[config.mk]
export PLATFORM = sky130hd
export DESIGN_NAME = opcode_sequencer
export DESIGN_NICKNAME = d
export VERILOG_FILES = /design/src/rtl/opcode_sequencer.sv
export SDC_FILE = /design/constraint.sdc
export NUM_CORES = 1
export LEC_CHECK = 0
export ABC_CLOCK_PERIOD_IN_PS = 3000
export CORE_MARGIN = 5
export CORE_UTILIZATION = 59
export CTS_CLUSTER_SIZE = 25
export DETAILED_ROUTE_END_ITERATION = 8
export PLACE_DENSITY_LB_ADDON = 0.2
export SKIP_CTS_REPAIR_TIMING = 1
export SLEW_MARGIN = 20
export SYNTH_ARGS = -nofsm -noshare
export SYNTH_HDL_FRONTEND = slang
export SYNTH_SLANG_ARGS = --single-unit
[constraint.sdc]
create_clock -name clk -period 3 [get_ports clk]
set_input_delay 0.75 -clock clk [delete_from_list [all_inputs] [get_ports clk]]
set_output_delay 0.75 -clock clk [all_outputs]
set_load 0.01 [all_outputs]
[src/rtl/opcode_sequencer.sv]
// opcode_sequencer: steps a 16-bit opcode program on each start pulse. Core words are broadcast
// with an execute strobe; control words (HALT/SETLOOP/LOOP/NOP) run locally. SEQ_CYCLE_COUNTER_EN adds run_cycles.
module opcode_sequencer #(
  parameter int PROG_DEPTH = 16,
  parameter int ADDR_WIDTH = $clog2(PROG_DEPTH)
) (
  input  logic                  clk,
  input  logic                  rst_n,
  input  logic                  prog_we,
  input  logic [ADDR_WIDTH-1:0] prog_addr,
  input  logic [15:0]           prog_data,
  input  logic                  start,
  output logic [15:0]           opcode,
  output logic                  execute,
  output logic                  busy,
  output logic                  done
`ifdef SEQ_CYCLE_COUNTER_EN
  ,
  output logic [7:0]            run_cycles
`endif
);
  typedef enum logic {IDLE = 1'b0, RUN = 1'b1} state_t;

  localparam logic [1:0] SUB_HALT    = 2'b00;
  localparam logic [1:0] SUB_SETLOOP = 2'b01;
  localparam logic [1:0] SUB_LOOP    = 2'b10;
  localparam logic [ADDR_WIDTH-1:0] LAST_ADDR = ADDR_WIDTH'(PROG_DEPTH - 1);

  state_t                state_p0, state_nxt;
  logic [ADDR_WIDTH-1:0] pc_p0, pc_nxt;
  logic [4:0]            loop_cnt_p0, loop_cnt_nxt;
  logic                  end_pend_p0, end_pend_nxt;
  logic [15:0]           prog [PROG_DEPTH];
  logic [15:0]           word_p0;
  logic                  is_ctrl_p0, halt_p0, jump_p0;
  logic [15:0]           opcode_nxt;
  logic                  execute_nxt, done_nxt;

  // Stage p0: combinational fetch and decode of prog[pc]
  assign word_p0    = prog[pc_p0];
  assign is_ctrl_p0 = (word_p0[15:14] == 2'b11) && word_p0[7];
  // end_pend_p0 is the implicit HALT after the last address; the fetched word is ignored then
  assign halt_p0    = end_pend_p0 || (is_ctrl_p0 && (word_p0[6:5] == SUB_HALT));
  assign jump_p0    = is_ctrl_p0 && (word_p0[6:5] == SUB_LOOP) && (loop_cnt_p0 != 5'd0);
  assign busy       = (state_p0 == RUN);

  always_ff @(posedge clk) begin
    if (prog_we && (state_p0 == IDLE) && !start) begin
      prog[prog_addr] <= prog_data;
    end
  end

  always_ff @(posedge clk or negedge rst_n) begin
    if (!rst_n) begin
      state_p0    <= IDLE;
      pc_p0       <= '0;
      loop_cnt_p0 <= '0;
      end_pend_p0 <= 1'b0;
      opcode      <= '0;
      execute     <= 1'b0;
      done        <= 1'b0;
    end else begin
      state_p0    <= state_nxt;
      pc_p0       <= pc_nxt;
      loop_cnt_p0 <= loop_cnt_nxt;
      end_pend_p0 <= end_pend_nxt;
      opcode      <= opcode_nxt;
      execute     <= execute_nxt;
      done        <= done_nxt;
    end
  end

  always_comb begin
    state_nxt    = state_p0;
    pc_nxt       = pc_p0;
    loop_cnt_nxt = loop_cnt_p0;
    end_pend_nxt = end_pend_p0;
    unique case (state_p0)
      IDLE: begin
        if (start) begin
          state_nxt    = RUN;
          pc_nxt       = '0;
          end_pend_nxt = 1'b0;
        end
      end
      RUN: begin
        if (halt_p0) begin
          state_nxt    = IDLE;
          pc_nxt       = '0;
          end_pend_nxt = 1'b0;
        end else begin
          pc_nxt = pc_p0 + ADDR_WIDTH'(1);
          if (is_ctrl_p0 && (word_p0[6:5] == SUB_SETLOOP)) begin
            loop_cnt_nxt = word_p0[13:9];
          end
          if (jump_p0) begin
            loop_cnt_nxt = loop_cnt_p0 - 5'd1;
            pc_nxt       = word_p0[ADDR_WIDTH-1:0];
          end
          // The last word still runs; no wrap, so flag an implicit HALT for next cycle
          if ((pc_p0 == LAST_ADDR) && !jump_p0) begin
            end_pend_nxt = 1'b1;
          end
        end
      end
      default: state_nxt = IDLE;
    endcase
  end

  // Stage p1: registered broadcast outputs
  always_comb begin
    opcode_nxt  = opcode;
    execute_nxt = 1'b0;
    done_nxt    = 1'b0;
    if (state_p0 == RUN) begin
      if (halt_p0) begin
        done_nxt = 1'b1;
      end else if (!is_ctrl_p0) begin
        opcode_nxt  = word_p0;
        execute_nxt = 1'b1;
      end
    end
  end

`ifdef SEQ_CYCLE_COUNTER_EN
  always_ff @(posedge clk or negedge rst_n) begin
    if (!rst_n) begin
      run_cycles <= '0;
    end else if ((state_p0 == IDLE) && start) begin
      run_cycles <= '0;
    end else if (execute_nxt && (run_cycles != 8'hFF)) begin
      run_cycles <= run_cycles + 8'd1;
    end
  end
`endif

endmodule
# == After elaboration in Yosys (flattened, before gate mapping) ==
# Memory sizes are Yosys's and may differ from the RTL's.
# Index checks and enable logic that the tools add are counted.
# W data, S select, Z words.
# classes
add_sub_neg,2
eq_ne,6
mux,20
bitwise,3
n_reduce_logical,17
# ops
operator,n
$mux W1,12
$mux W4,3
$mux W5,2
$logic_and A1 B1 Y1,8
$pmux W4 S2,1
$reduce_and A3 Y1,2
$reduce_bool A5 Y1,1
$sub A5 B1 Y5 const B,1
$add A4 B1 Y4 const B,1
$eq A2 B2 Y1 const B,2
$eq A4 B4 Y1 const B,1
$pmux W1 S2,2
$ne A3 B1 Y1 const B,1
$not A1 Y1,3
$eq A2 B1 Y1 const B,1
$logic_not A1 Y1,2
$logic_not A2 Y1,1
$ne A2 B2 Y1 const B,1
$reduce_and A2 Y1,1
$reduce_bool A2 Y1,1
$logic_or A1 B1 Y1,1
# totals
reg_bits,29
mem_bits_rw,256
in_bits,24
out_inout_bits,19
word_cells,56
memories,1
# mem_list
name,depth,word_bits,read_ports,rd_ports_with_merged_regs,wr,line_no,text
prog,16,16,1,0,1,33,logic [15:0] prog [PROG_DEPTH];

# == Depth between registers and ports, before layout ==
# Gate-level depths: netlist (run 1).
# An unclocked memory read counts as a cell.
# depth
ltp_word,10
depth_mapped,10
ltp_nobuf,7

# == Worst setup path after synthesis (run 1) ==
# Ideal clock, no wire load.
# synth_timing
path_type,in2reg
start,input start
end,"memory prog[0][0], enable pin"
setup_ns,0.409
t_arrival_ns,2.603
t_required_ns,2.591
slack_ns,-0.013
cell_stages,4
path_buffers,0
cell_sequence,nor2_1 nand2_1 or3_1 nor3_1
# synth_via
elab_chain_cells,4
# synth_rtl
element,line_no,text
from (decl),12,"input logic start,"
$logic_not A1 Y1,48,if (prog_we && (state_p0 == IDLE) && !start) begin
$logic_and A1 B1 Y1,48,
$mux W1,48,
$mux W1 (not written as such),49,prog[prog_addr] <= prog_data;
to (decl),33,
# Every way passes these cells.

# == Final worst setup path (run 1) ==
# layout_timing
start,register pc_p0[1]
end,register pc_p0[1]
# layout_via
elab_chain_cells,8
word_cells_on_any_way,13
cone_classes,1 x add/sub; 2 x eq/ne; 3 x mux; 6 x reduce/logical; 1 x memory
# layout_rtl
element,line_no,text
from (decl),30,"logic [ADDR_WIDTH-1:0] pc_p0, pc_nxt;"
from (signal assigned),64,pc_p0 <= pc_nxt;
$mem_v2 Z16 W16,--,
$eq A2 B2 Y1,41,assign is_ctrl_p0 = (word_p0[15:14] == 2'b11) && word_p0[7];
$logic_and A1 B1 Y1,41,
$logic_and A1 B1 Y1 (2 in series),44,assign jump_p0 = is_ctrl_p0 && (word_p0[6:5] == SUB_LOOP) && (loop_cnt_p0 != 5'd0);
$mux W4,96,if (jump_p0) begin
$mux W4 (*),87,if (halt_p0) begin
$pmux W4 S2 (*),78,unique case (state_p0)
# Mark *: on every way between the ends. The rest lies on a longest branch, timed or not.
# A chain may end at the register's enable or synchronous reset.

==> results of run 1 <==
[cell families after synthesis]
logic type,after synthesis,share of synthesized area (%)
xor gates and xnor gates,1,0.0783
muxes,108,18.0
DFF,285,75.2
AOI/OAI and AO/OA,32,2.38
and+or+nand+nor,58,2.62
adders and majority gates,3,0.336
buffers and inverters,29,1.41
[layer usage]
metal | vias up | track usage [%] | share of wire, %
met5 | - | 0 | 0.098
met4 | 4 | 7.74 | 3.2
met3 | 56 | 5.58 | 9.8
met2 | 318 | 34.9 | 47
met1 | 2878 | 34.0 | 40
li1 | 2356 | - | -
[power groups by stage]
stage / sequential [uW] / combinational, uW / clock [uW]
final: 4770 / 3790 / 3430
after global routing: 4790 / 4050 / 3680
after CTS: 4790 / 3740 / 3480
after detailed placement: 4870 / 3710 / 0
after global placement: 4860 / 3660 / 0
after floorplan: 4790 / 2680 / 0
[state kept, by name, indices dropped and copies added (netlist names)]
signal,cells
loop_cnt_p0,5
end_pend_p0,1
pc_p0,4
done,1
execute,1
busy,1
opcode,16
prog,256
[cell type report]
type | instances | area (um2)
Tap cell | 234 | 293
Sequential cell | 285 | 8420
Clock buffer | 43 | 818
Clock inverter | 9 | 92.6
Multi-Input combinational cell | 202 | 2670
Inverter | 8 | 30.0
Fill cell | 1122 | 5550
Timing Repair Buffer | 92 | 841
[placed cells by master, fill, tap and decap left out, drive strengths merged, types with 4 or more instances in the layout]
master	instances
nor2b	6
clkinv	8
nor3	7
dfrtp	29
buf	50
inv	7
mux2	14
a21oi	5
nor2	21
nand2b	4
clkbuf	43
edfxtp	256
mux2i	23
clkdlybuf4s50	42
nand2	8
mux4	71
o21ai	4
[path summary, 6_finish.rpt]
check                        endpoint  cells after the start  slack [ps]       start
min in group asynchronous  opcode[15]                      2         620       rst_n
max                          pc_p0[1]                      6         220    pc_p0[1]
max in group asynchronous    pc_p0[0]                      2        2060       rst_n
min                        opcode[14]                      1         500  opcode[14]
max reg2reg                  pc_p0[1]                      6         220    pc_p0[1]
min reg2reg                opcode[14]                      1         500  opcode[14]
[per-stage QoR]
| step | util [%] | power (uW) | hold slack [ps] |
|---|---|---|---|
| 5_1_grt | 70.3 | 12500 | 538 |
| 3_5_place_dp | 65.4 | 8590 | 481 |
| 6_report | 70.3 | 12000 | 500 |
| 4_1_cts | 70.3 | 12000 | 498 |
| 3_3_place_gp | 65.4 | 8530 | 477 |
| 2_1_floorplan | - | 7480 | 454 |
==> results.cfg, run 1 <==
[status]
result_of_the_run = finished clean

[timing]
setup_ws_ps = 217
setup-violations-final = 0
final.setup_skew_ps = 10.8
timing.final.max_slew_violations = 0
worstMarginPinSlew_ps = 555
final_hold_viol_count = 0
setup_total_negative_slack_ps = 0
maxSlewHeadroom_pct = 62.1
post_layout_minimum_cycle_time_ps = 2780
rsz0062_at_grt = no
achievable-frequency_ghz = 0.359
finalCritPeriodShare_pct = 92.8

[setup_path]
worst_ep_arrival_time_ps = 3170
critical-path-top-delay-family = multiplexers
worst_path_max_delay_cell = sky130_fd_sc_hd__dfrtp_2
cpPeakStageDelay_ps = 570
start_kind = register
crit_path_kind = register to register
endpoint_kind = register
timing.critical_path.fanout_max = 26
crit_path_cell_trace = buf_4 > buf_4 > mux4_2 > mux4_2 > mux2i_1 > o21ai_0
critPathBufInv = 2
timing.critical_path.required_ps = 3390

[power_and_ir_drop]
power.switching_fraction_pct = 28.1
pwr-share-clk_pct = 28.6
power.combinational.fraction_pct = 31.6
seq_power_share_pct = 39.8
power.density_nw_per_um2 = 911
internal_power_uw = 8620
peakVddDrop_v = 0.000480
net-switching-power_uw = 3370
leakagePower_uw = 0.00444

[place]
area_after_detailed_placement_um2 = 12200
total_of_buffers_placed_on_input_and_output_ports = 42
gp_congestion = 0.831
place_worst_setup_slack_ps = 158
dp_hpwl_um = 14500
placed_cell_count = 820

[clock_tree]
clk_path_buf_depth = 3
path_clk_slew_ps = 60
root_buffer = sky130_fd_sc_hd__clkbuf_16
tritoncts.num_buffers = 28
worst_skew_pair_later_pin_latency_ps = 530
cts.sinks = 285
clock_tree_from_tritoncts = yes
ctsHtreeMaxLevel = 1

[final_layout]
finish.instance_area_um2 = 13200
synthToLayoutAreaGrowth_pct = 17.6
drive_above_1_share_pct = 31.3
count_of_inserted_antenna_diode_cells = 0
finish.net_count = 644
fin_cells = 873

[floorplan]
die-area_um2 = 21800
core.rowCount = 50
die-width_um = 148
design.portCount = 43
initial_utilization_pct = 59.8
core_region_area_um2 = 18700
die_height_um = 148

[synthesis]
average_size_of_a_mapped_cell_um2 = 21.7
post_synth_net_total = 543
synth_area_leaders = sky130_fd_sc_hd__edfxtp_1 (69%), sky130_fd_sc_hd__mux4_2 (14%), sky130_fd_sc_hd__dfrtp_1 (6.5%)
synth-async-reset-ratio_pct = 10.2
yosys.cell_types.count = 49
synthesis.instances = 516
yosysMostFrequentCell = sky130_fd_sc_hd__edfxtp_1
synthDominantCellAreaShare_pct = 68.7
synth_edf_count = 256
post-synth-top-area-cell = sky130_fd_sc_hd__edfxtp_1
seq_area_frac_synth_pct = 75.2
synth-warning-count = 0
prevailing_post_synth_register_cell = sky130_fd_sc_hd__edfxtp_1
postSynthRegisterBits = 285
synth_top_cells_by_count = sky130_fd_sc_hd__edfxtp_1 (256), sky130_fd_sc_hd__mux4_2 (71), sky130_fd_sc_hd__dfrtp_1 (29), sky130_fd_sc_hd__mux2i_1 (23), sky130_fd_sc_hd__nor2_1 (21)
mappedNetlistArea_um2 = 11200

[global_routing]
overflow_left_after_global_routing = 0
grt_max_degree = 30
total_routing_resource_utilization_after_global_routing_pct = 23.1
vias_in_the_first_global_route = 5630
grt_antenna_before_repair = 2
grt_first_pass_wirelength_um = 36800

[drt]
drtAntennaViolNets = 0
detailedRoute.firstPassIterationCount = 8
wl_per_cell_um = 28.1
remaining_drc_errors = 0
route.final.wire_length_um = 24600
dr_total_vias = 5612
drt-vias-per-instance = 6.43
initialDrtViolationCount = 502

[hold_path]
timing.hold.worst.class = register to register

[job]
max-cap-violations = 0
(Power assumes the default switching activity.)
==> inputs of run 2 (changes only) <==
HOLD_SLACK_MARGIN = 0.02   (was not set)
==> results of run 2 <==
The final DEF is identical to that of run 1; final timing and power are the same.
